### src/rtl/gpio_pkg.sv
// rtl/gpio_pkg.sv - shared constants, register map and bus FSM states for the GPIO interrupt controller
package gpio_pkg;

    localparam int GPIO_W_DEF = 32;

    localparam logic [3:0] GPIO_DIR      = 4'd0;
    localparam logic [3:0] GPIO_OUT      = 4'd1;
    localparam logic [3:0] GPIO_IN       = 4'd2;
    localparam logic [3:0] GPIO_OUT_SET  = 4'd3;
    localparam logic [3:0] GPIO_OUT_CLR  = 4'd4;
    localparam logic [3:0] GPIO_POS_EN   = 4'd5;
    localparam logic [3:0] GPIO_NEG_EN   = 4'd6;
    localparam logic [3:0] GPIO_INT_STAT = 4'd7;
    localparam logic [3:0] GPIO_INT_MASK = 4'd8;

    typedef enum logic [3:0] {
        REG_DIR      = GPIO_DIR,
        REG_OUT      = GPIO_OUT,
        REG_IN       = GPIO_IN,
        REG_OUT_SET  = GPIO_OUT_SET,
        REG_OUT_CLR  = GPIO_OUT_CLR,
        REG_POS_EN   = GPIO_POS_EN,
        REG_NEG_EN   = GPIO_NEG_EN,
        REG_INT_STAT = GPIO_INT_STAT,
        REG_INT_MASK = GPIO_INT_MASK
    } gpio_reg_e;

    typedef enum logic {
        BUS_IDLE,
        BUS_ACK
    } gpio_bus_state_e;

    function automatic logic [31:0] be_to_mask(input logic [3:0] be);
        return {{8{be[3]}}, {8{be[2]}}, {8{be[1]}}, {8{be[0]}}};
    endfunction

endpackage

### src/rtl/gpio_if.sv
// rtl/gpio_if.sv - peripheral register bus between the bus master and the GPIO controller
interface gpio_if;
    logic        reg_cs;
    logic        reg_wr;
    logic [3:0]  reg_addr;
    logic [3:0]  reg_be;
    logic [31:0] reg_wdata;
    logic [31:0] reg_rdata;
    logic        reg_ack;

    modport master (
        output reg_cs, reg_wr, reg_addr, reg_be, reg_wdata,
        input  reg_rdata, reg_ack
    );

    modport slave (
        input  reg_cs, reg_wr, reg_addr, reg_be, reg_wdata,
        output reg_rdata, reg_ack
    );
endinterface

### src/rtl/gpio_sync_filt.sv
// rtl/gpio_sync_filt.sv - one pad bit: synchroniser plus glitch filter when GPIO_FILT_EN is defined
module gpio_sync_filt #(
    parameter int SYNC_STAGES = 2
`ifdef GPIO_FILT_EN
    ,
    parameter int FILT_LEN = 4
`endif
) (
    input  logic mclk,
    input  logic reset,
    input  logic i_pad,
    output logic o_lvl
);

    logic [SYNC_STAGES-1:0] r_sync;

    always_ff @(posedge mclk) begin
        if (reset) begin
            r_sync <= '0;
        end else begin
            r_sync <= {r_sync[SYNC_STAGES-2:0], i_pad};
        end
    end

`ifdef GPIO_FILT_EN
    logic [2:0] r_cnt;
    logic       r_lvl;

    // counts consecutive samples disagreeing with the accepted level
    always_ff @(posedge mclk) begin
        if (reset) begin
            r_cnt <= '0;
            r_lvl <= 1'b0;
        end else if (r_sync[SYNC_STAGES-1] == r_lvl) begin
            r_cnt <= '0;
        end else if (r_cnt == 3'(FILT_LEN - 1)) begin
            r_lvl <= r_sync[SYNC_STAGES-1];
            r_cnt <= '0;
        end else begin
            r_cnt <= r_cnt + 3'd1;
        end
    end

    assign o_lvl = r_lvl;
`else
    assign o_lvl = r_sync[SYNC_STAGES-1];
`endif

endmodule

### src/rtl/gpio_intr_ctrl.sv
// rtl/gpio_intr_ctrl.sv - GPIO register file, edge detect and maskable interrupt; GPIO_FILT_EN adds input filtering
module gpio_intr_ctrl
    import gpio_pkg::*;
#(
    parameter int GPIO_W      = GPIO_W_DEF,
    parameter int SYNC_STAGES = 2,
    parameter int FILT_LEN    = 4
) (
    input  logic              mclk,
    input  logic              reset,
    gpio_if.slave             bus,
    input  logic [GPIO_W-1:0] pad_gpio_in,
    output logic [GPIO_W-1:0] pad_gpio_out,
    output logic [GPIO_W-1:0] cfg_gpio_dir_sel,
    output logic              gpio_intr
);

`ifdef GPIO_FILT_EN
    localparam bit FILT_EN = 1'b1;
`else
    localparam bit FILT_EN = 1'b0;
`endif
    localparam int WARM_CYC = SYNC_STAGES + 1 + (FILT_EN ? FILT_LEN : 0);

    gpio_bus_state_e r_state, w_state_nxt;
    logic              w_access;
    logic              w_wr;
    logic              w_rd;
    gpio_reg_e         w_addr;
    logic [31:0]       w_be_mask32;
    logic [GPIO_W-1:0] w_be_mask;
    logic [GPIO_W-1:0] w_wd;
    logic [GPIO_W-1:0] w_w1c;
    logic [31:0]       w_rd_val;

    logic [GPIO_W-1:0] r_dir, r_out, r_pos_en, r_neg_en, r_int_stat, r_int_mask;
    logic [31:0]       r_rdata;
    logic              r_intr;
    logic [GPIO_W-1:0] w_lvl, r_lvl_d, w_rise, w_fall;
    logic [3:0]        r_warm;
    logic              w_warm_done;

    for (genvar gi = 0; gi < GPIO_W; gi++) begin : g_bit
        gpio_sync_filt #(
            .SYNC_STAGES(SYNC_STAGES)
`ifdef GPIO_FILT_EN
            ,
            .FILT_LEN(FILT_LEN)
`endif
        ) u_sync_filt (
            .mclk (mclk),
            .reset(reset),
            .i_pad(pad_gpio_in[gi]),
            .o_lvl(w_lvl[gi])
        );
    end

    always_ff @(posedge mclk) begin
        if (reset) begin
            r_state <= BUS_IDLE;
        end else begin
            r_state <= w_state_nxt;
        end
    end

    always_comb begin
        w_state_nxt = r_state;
        w_access    = 1'b0;
        case (r_state)
            BUS_IDLE: begin
                if (bus.reg_cs) begin
                    w_state_nxt = BUS_ACK;
                    w_access    = 1'b1;
                end
            end
            BUS_ACK:  w_state_nxt = BUS_IDLE;
            default:  w_state_nxt = BUS_IDLE;
        endcase
    end

    assign w_wr        = w_access & bus.reg_wr;
    assign w_rd        = w_access & ~bus.reg_wr;
    assign w_addr      = gpio_reg_e'(bus.reg_addr);
    assign w_be_mask32 = be_to_mask(bus.reg_be);
    assign w_be_mask   = w_be_mask32[GPIO_W-1:0];
    assign w_wd        = bus.reg_wdata[GPIO_W-1:0] & w_be_mask;
    assign w_w1c       = (w_wr && w_addr == REG_INT_STAT) ? w_wd : '0;

    always_comb begin
        w_rd_val = '0;
        case (w_addr)
            REG_DIR:      w_rd_val[GPIO_W-1:0] = r_dir;
            REG_OUT:      w_rd_val[GPIO_W-1:0] = r_out;
            REG_IN:       w_rd_val[GPIO_W-1:0] = w_lvl;
            REG_POS_EN:   w_rd_val[GPIO_W-1:0] = r_pos_en;
            REG_NEG_EN:   w_rd_val[GPIO_W-1:0] = r_neg_en;
            REG_INT_STAT: w_rd_val[GPIO_W-1:0] = r_int_stat;
            REG_INT_MASK: w_rd_val[GPIO_W-1:0] = r_int_mask;
            default:      w_rd_val = '0;
        endcase
    end

    // warm-up hides the spurious edge seen while the synchroniser fills after reset
    assign w_warm_done = (r_warm == 4'(WARM_CYC));
    assign w_rise      = w_lvl & ~r_lvl_d & r_pos_en & {GPIO_W{w_warm_done}};
    assign w_fall      = ~w_lvl & r_lvl_d & r_neg_en & {GPIO_W{w_warm_done}};

    always_ff @(posedge mclk) begin
        if (reset) begin
            r_dir      <= '0;
            r_out      <= '0;
            r_pos_en   <= '0;
            r_neg_en   <= '0;
            r_int_stat <= '0;
            r_int_mask <= '0;
            r_rdata    <= '0;
            r_intr     <= 1'b0;
            r_lvl_d    <= '0;
            r_warm     <= '0;
        end else begin
            r_lvl_d <= w_lvl;
            if (!w_warm_done) begin
                r_warm <= r_warm + 4'd1;
            end
            r_rdata    <= w_rd ? w_rd_val : '0;
            r_intr     <= |(r_int_stat & r_int_mask);
            // a new edge on the same cycle as a W1C keeps the bit set
            r_int_stat <= (r_int_stat & ~w_w1c) | w_rise | w_fall;
            if (w_wr) begin
                case (w_addr)
                    REG_DIR:      r_dir      <= (r_dir & ~w_be_mask) | w_wd;
                    REG_OUT:      r_out      <= (r_out & ~w_be_mask) | w_wd;
                    REG_OUT_SET:  r_out      <= r_out | w_wd;
                    REG_OUT_CLR:  r_out      <= r_out & ~w_wd;
                    REG_POS_EN:   r_pos_en   <= (r_pos_en & ~w_be_mask) | w_wd;
                    REG_NEG_EN:   r_neg_en   <= (r_neg_en & ~w_be_mask) | w_wd;
                    REG_INT_MASK: r_int_mask <= (r_int_mask & ~w_be_mask) | w_wd;
                    default:      ;
                endcase
            end
        end
    end

    assign bus.reg_ack      = (r_state == BUS_ACK);
    assign bus.reg_rdata    = r_rdata;
    assign pad_gpio_out     = r_out;
    assign cfg_gpio_dir_sel = r_dir;
    assign gpio_intr        = r_intr;

endmodule

### src/flat_wrapper.sv
// flat-port wrapper written by rule: the top's interface ports become plain ports
module gpio_intr_ctrl_flat import gpio_pkg::*;
#(
    parameter int GPIO_W      = GPIO_W_DEF,
    parameter int SYNC_STAGES = 2,
    parameter int FILT_LEN    = 4
)
  (mclk, reset, pad_gpio_in, pad_gpio_out, cfg_gpio_dir_sel, gpio_intr, bus_reg_cs, bus_reg_wr, bus_reg_addr, bus_reg_be, bus_reg_wdata, bus_reg_rdata, bus_reg_ack);
  gpio_if bus_i ();
  input  logic mclk;
  input  logic reset;
  input  logic [GPIO_W-1:0] pad_gpio_in;
  output logic [GPIO_W-1:0] pad_gpio_out;
  output logic [GPIO_W-1:0] cfg_gpio_dir_sel;
  output logic gpio_intr;
  input wire logic [$bits(bus_i.reg_cs)-1:0] bus_reg_cs;
  input wire logic [$bits(bus_i.reg_wr)-1:0] bus_reg_wr;
  input wire logic [$bits(bus_i.reg_addr)-1:0] bus_reg_addr;
  input wire logic [$bits(bus_i.reg_be)-1:0] bus_reg_be;
  input wire logic [$bits(bus_i.reg_wdata)-1:0] bus_reg_wdata;
  output wire logic [$bits(bus_i.reg_rdata)-1:0] bus_reg_rdata;
  output wire logic [$bits(bus_i.reg_ack)-1:0] bus_reg_ack;
  assign bus_i.reg_cs = bus_reg_cs;
  assign bus_i.reg_wr = bus_reg_wr;
  assign bus_i.reg_addr = bus_reg_addr;
  assign bus_i.reg_be = bus_reg_be;
  assign bus_i.reg_wdata = bus_reg_wdata;
  assign bus_reg_rdata = bus_i.reg_rdata;
  assign bus_reg_ack = bus_i.reg_ack;
  gpio_intr_ctrl #(.GPIO_W(GPIO_W), .SYNC_STAGES(SYNC_STAGES), .FILT_LEN(FILT_LEN)) u_core (.mclk(mclk), .reset(reset), .bus(bus_i), .pad_gpio_in(pad_gpio_in), .pad_gpio_out(pad_gpio_out), .cfg_gpio_dir_sel(cfg_gpio_dir_sel), .gpio_intr(gpio_intr));
endmodule
### config.mk
export PLATFORM = sky130hd
export DESIGN_NAME = gpio_intr_ctrl_flat
export DESIGN_NICKNAME = d
export VERILOG_FILES = /design/src/rtl/gpio_pkg.sv /design/src/rtl/gpio_if.sv /design/src/rtl/gpio_sync_filt.sv /design/src/rtl/gpio_intr_ctrl.sv /design/src/flat_wrapper.sv
export SDC_FILE = /design/constraint.sdc
export NUM_CORES = 1
export LEC_CHECK = 0
export CAP_MARGIN = 5
export CELL_PAD_IN_SITES_DETAIL_PLACEMENT = 1
export CELL_PAD_IN_SITES_GLOBAL_PLACEMENT = 1
export CORE_UTILIZATION = 30
export CTS_CLUSTER_DIAMETER = 30
export DETAILED_ROUTE_END_ITERATION = 10
export PLACE_DENSITY = 0.6
export SLEW_MARGIN = 20
export SYNTH_ARGS = -nofsm -noshare
export SYNTH_HDL_FRONTEND = slang
export SYNTH_SLANG_ARGS = --single-unit
### constraint.sdc
create_clock -name mclk -period 1.6 [get_ports mclk]
set_input_delay 0.16 -clock mclk [delete_from_list [all_inputs] [get_ports mclk]]
set_output_delay 0.16 -clock mclk [all_outputs]
set_load 0.1 [all_outputs]
# == After elaboration in Yosys (flattened, before gate mapping) ==
# Cells that the tools add are included.
# totals
reg_bits,326
latch_bits,0
ram_bits,0
rom_bits,0
out_inout_bits,98
mem_count,0
# classes
n_addsub,1
multipliers,0
div,0
n_lt_le_gt_ge,0
eq_ne,9
shifts,0
muxes,6
bitwise,33
reduce_logical,10
# op_table
cell,n
$and A32 B32 Y32,15
$or A32 B32 Y32,8
$pmux W32 S7,1
$not A32 Y32,5
$pmux W32 S3,1
$mux W32,1
$reduce_or A32 Y1,1
$eq A4 B3 Y1 const B,4
$eq A4 B2 Y1 const B,3
$reduce_and A2 Y1,5
$add A4 B1 Y4 const B,1
$eq A4 B1 Y1 const B,1
$eq A4 B4 Y1 const B,1
$logic_not A4 Y1,1
$not A1 Y1,3
$reduce_bool A3 Y1,1
$and A1 B1 Y1,2
$mux W1,2
$pmux W1 S2,1
$reduce_or A2 Y1,1
$logic_and A1 B1 Y1,1

# == Depth between registers and ports, before layout ==
# logic_depth
ltp_word,9
depth_mapped,6
depth_no_buf,4

# == Cells and area by module ==
# Synthesis repeated with hierarchy kept, for this count alone.
# hier_totals
hier_cells,1372
area_unflattened_um2,13200.2
# modules_own_cells
module,instances,cells_per_inst,area_each_um2,seq_area_each_um2
gpio_intr_ctrl,1,1244,11518.5,5245.0
gpio_sync_filt,32,4,52.6,40.0

# == Worst setup path after synthesis ==
# OpenSTA, ideal clock, no wires.
# synth_timing
path_type,register to register
from,reg u_core.r_state (netlist: u_core.bus.reg_ack)
to,reg u_core.r_out[0] (netlist: u_core.pad_gpio_out[0])
t_arrival_ns,1.945
t_required_ns,1.478
slack_ns,-0.466
path_stages_with_launch,6
period_less_slack_ns,2.066
cell_sequence,dfxtp_1 nand4bb_1 nor4b_1 and2_1 buf_2 a221o_1
# synth_between
elab_chain_len,3
# synth_rtl
element,line,rtl
"start, declared",gpio_intr_ctrl.sv:25,"gpio_bus_state_e r_state, w_state_nxt;"
"start signal, assigned",gpio_intr_ctrl.sv:62,r_state <= w_state_nxt;
$mux W1,gpio_intr_ctrl.sv:69,case (r_state)
$and A1 B1 Y1,gpio_intr_ctrl.sv:81,assign w_wr = w_access & bus.reg_wr;
$reduce_and A2 Y1 (no source line),-,
"end signal, assigned",gpio_intr_ctrl.sv:132,REG_OUT: r_out <= (r_out & ~w_be_mask) | w_wd;
"end signal, assigned",gpio_intr_ctrl.sv:133,REG_OUT_SET: r_out <= r_out | w_wd;
"end signal, assigned",gpio_intr_ctrl.sv:134,REG_OUT_CLR: r_out <= r_out & ~w_wd;
"end, declared",gpio_intr_ctrl.sv:36,"logic [GPIO_W-1:0] r_dir, r_out, r_pos_en, r_neg_en, r_int_stat, r_int_mask;"
# Every way passes these cells.
# A chain may end at the register's enable or synchronous reset.

# == Worst setup path after layout ==
# layout_timing
from,reg u_core.r_state (netlist: u_core.bus.reg_ack)
to,reg u_core.r_out[31] (netlist: u_core.pad_gpio_out[31])
# Same word-level chain as after synthesis.

==> results.toml <==
[floorplanning]
ios = 174
dieHeight_um = 206.2
die_width_um = 206.2
start_util_pct = 30.50
die-area_um2 = 42530
rows = 74
fp.coreArea_um2 = 41020

[worst_setup_path]
worstPathCellList = "nand4bb_4 -> nor4b_4 -> buf_4 -> and2_4 -> buf_6 -> a221o_1"
worstPathRequired_ps = 2120
crit_slowest_cell = "dfxtp_4"
crit_fanout = 8
end_kind = "flop"
ff2ff_path_depth = 6
crit_buf_inv = 2
critPathArrivalTime_ps = 2130
critPathLaunchType = "flop"
cp_slowest_stage_delay_ps = 350
r2r_start = "u_core.bus.reg_ack"
crit_type = "reg -> reg"
cp.depth = 6
startpoint = "u_core.bus.reg_ack"
critPathTopFamily = "simple AND/OR/NAND/NOR gates"

[synthesis]
synth_fa_ha_area_share_pct = 0.1000
synth_top_family_by_area = "compound AO/OA/AOI/OAI gates"
yosys.area.top_type = "dfxtp_1"
synth_compound_area_share_pct = 21.07
yosys_warnings = 0
synthTopCellsByArea = "dfxtp_1, mux2i_1, nor2b_1, a22oi_1, o21ai_0"
synth_seq_area_share_pct = 52.16
ys_ff_latch = 326
synth_xor_xnor_area_share_pct = 0.1400
synth-simple-area-share_pct = 18.26
muxShareOfSynthArea_pct = 5.200
netlist_area_um2 = 12510
yosys-top-cells-count = "dfxtp_1, nand2_1, nor2b_1, o21ai_0, nor2_1"
ys_async_sr_fraction_pct = 0
yosysTopAreaCellShare_pct = 52.16
yosysMostFrequentCell = "dfxtp_1"
synthCells = 1277
yosys.cell_types.count = 39
ys.flop_type = "dfxtp_1"
syn-mean-instance-area_um2 = 9.798
synth_edf_count = 0
syn_nets = 1354

[finish]
finish.instance_area_um2 = 20290
final_nets = 1652
diodes = 0
final_layout_size_suffix_gt1_share_pct = 26.52
nFillCells = 4327
syn_to_final_growth_pct = 62.15

[pwr]
max-vdd-ir-drop_mv = 0.7774
p_leak_nw = 7.402
p_per_area_nw_per_um2 = 1342

[clock_network]
root_buffer = "clkbuf_16"
cts_buffers = 79
clkSinkCount = 326
cts_buffer_depth = 3
clk_latency_ps = 590
tritoncts = "done"
path_clk_slew_ps = 50
htreeDepth = 3

[place]
hpwlAfterDp_mm = 32.80
place.gp.congestion = 0.8410
place_area_um2 = 16780
io_buffer_count = 173

[route]
firstDrtPassIters = 9
drt_iter0_drc = 905
drc = 19
wire_per_inst_um = 23.40
vias = 11840
ant_nets = 0
wirelength_mm = 50.83
via_per_inst = 5.449

[sta]
finalClockSkew_ps = 13.81
max_slew_margin_pct = 60.76
worst_slack_ps = -18.27
rsz0062_at_grt = "true"
tns_ps = -29.04
max_freq_mhz = 617.9
worstMarginPinSlew_ps = 588.7
holdWs_ps = 123.1
min_period_ps = 1618
hold_viol_final = 0
finalMaxSlewViolations = 0
setup-violations-final = 2
fin_crit_sh_pct = 101.1

[global_routing]
antenna_found_initial = 0
busiest_layer = "met2"
grt_pass1_vias = 12450
grt_use_met2_pct = 39.98
grt_pass1_wl_mm = 76.02
grt_util_met1_pct = 29.29
grt-ovfl-total = 0
grt_max_degree = 64
gr-usage-met3_pct = 5.156
gr-usage-all-layers_pct = 23.72

[status]
violations = "DRC, setup timing"
outcome = "complete, but fails checks"

[min_path]
hold_path_class = "in -> reg"
min_from = "pad_gpio_in[13]"
holdPathStages = 2

[job]
cap_viol_max_count = 0
-- kinds of logic after synthesis --
family	Yosys count
DFF	326
AOI/OAI and AO/OA	377
adders and majority gates	1
buffers and inverters	88
xor gates and xnor gates	2
muxes	65
and+or+nand+nor	418
-- per-stage QoR --
step,power (mW),worst slack (ps),cells,util [%]
2_1_floorplan,8.952,1.226,1277,-
3_3_place_gp,9.654,-530.2,2017,40.92
3_5_place_dp,9.671,-547.5,2017,40.92
4_1_cts,27.40,-38.43,2170,48.45
5_1_grt,28.06,-69.35,2172,49.46
6_report,27.24,-18.27,2172,49.46
-- worst reg2reg max path: cells and delay by family (launching register included) --
| family | cells | cell delay [ps] |
|---|---|---|
| AO/OA/AOI/OAI | 1 | 150 |
| buffers and inverters | 2 | 330 |
| flip-flops | 1 | 350 |
| AND/OR/NAND/NOR | 3 | 720 |
-- layout make-up --
| class | count | area (um2) | share of cell area (%) |
|---|---|---|---|
| timing repair buffer | 304 | 4123 | 20.32 |
| clock buffer | 96 | 2173 | 10.71 |
| tap | 532 | 665.6 | 3.281 |
| inverter | 1 | 3.754 | 0.01850 |
| clock inverter | 50 | 778.2 | 3.836 |
| sequential | 326 | 6530 | 32.19 |
| multi-input combinational | 863 | 6015 | 29.65 |
-- worst paths after layout --
kind / end / slack [ps]
max: u_core.pad_gpio_out[31] / -20
min: u_core.g_bit[13].u_sync_filt.r_sync[0] / 120
max reg2reg: u_core.pad_gpio_out[31] / -20
min reg2reg: u_core.g_bit[27].u_sync_filt.r_sync[1] / 430
-- layout by cell type, fill, tap and decap left out, types with 34 or more instances in the layout --
master / synthesis / routed
nand3b_1: 34 / 34
buf_12: 0 / 122
nor2b_1: 97 / 97
clkdlybuf4s50_1: 0 / 73
nor2_1: 83 / 76
a22oi_1: 80 / 80
buf_4: 0 / 83
clkbuf_16: 0 / 82
o21ai_0: 97 / 79
mux2i_1: 65 / 65
a21oi_1: 66 / 60
nand2_1: 129 / 128
dfxtp_1: 326 / 325
-- power by group --
| group | internal [mW] | switching, mW |
|---|---|---|
| clock | 12.4 | 5.20 |
| sequential | 8.28 | 0.0974 |
| combinational | 0.520 | 0.721 |
| total | 21.2 | 6.02 |
-- metal layers --
| metal | share of wire (%) | up-vias |
|---|---|---|
| met1 | 42 | 5970 |
| li1 | - | 5340 |
| met4 | 2.8 | 0 |
| met5 | 0 | - |
| met2 | 49 | 433 |
| met3 | 6.0 | 92 |
-- repair_timing --
item,4_1_cts,5_1_grt
pin swaps,5,26
endpoints found under the hold margin,1,0
setup endpoints to repair,91,141
gates cloned,1,1
hold buffers,1,0
setup buffers,5,3
gates resized for setup,12,93
(Power assumes the default switching activity.)
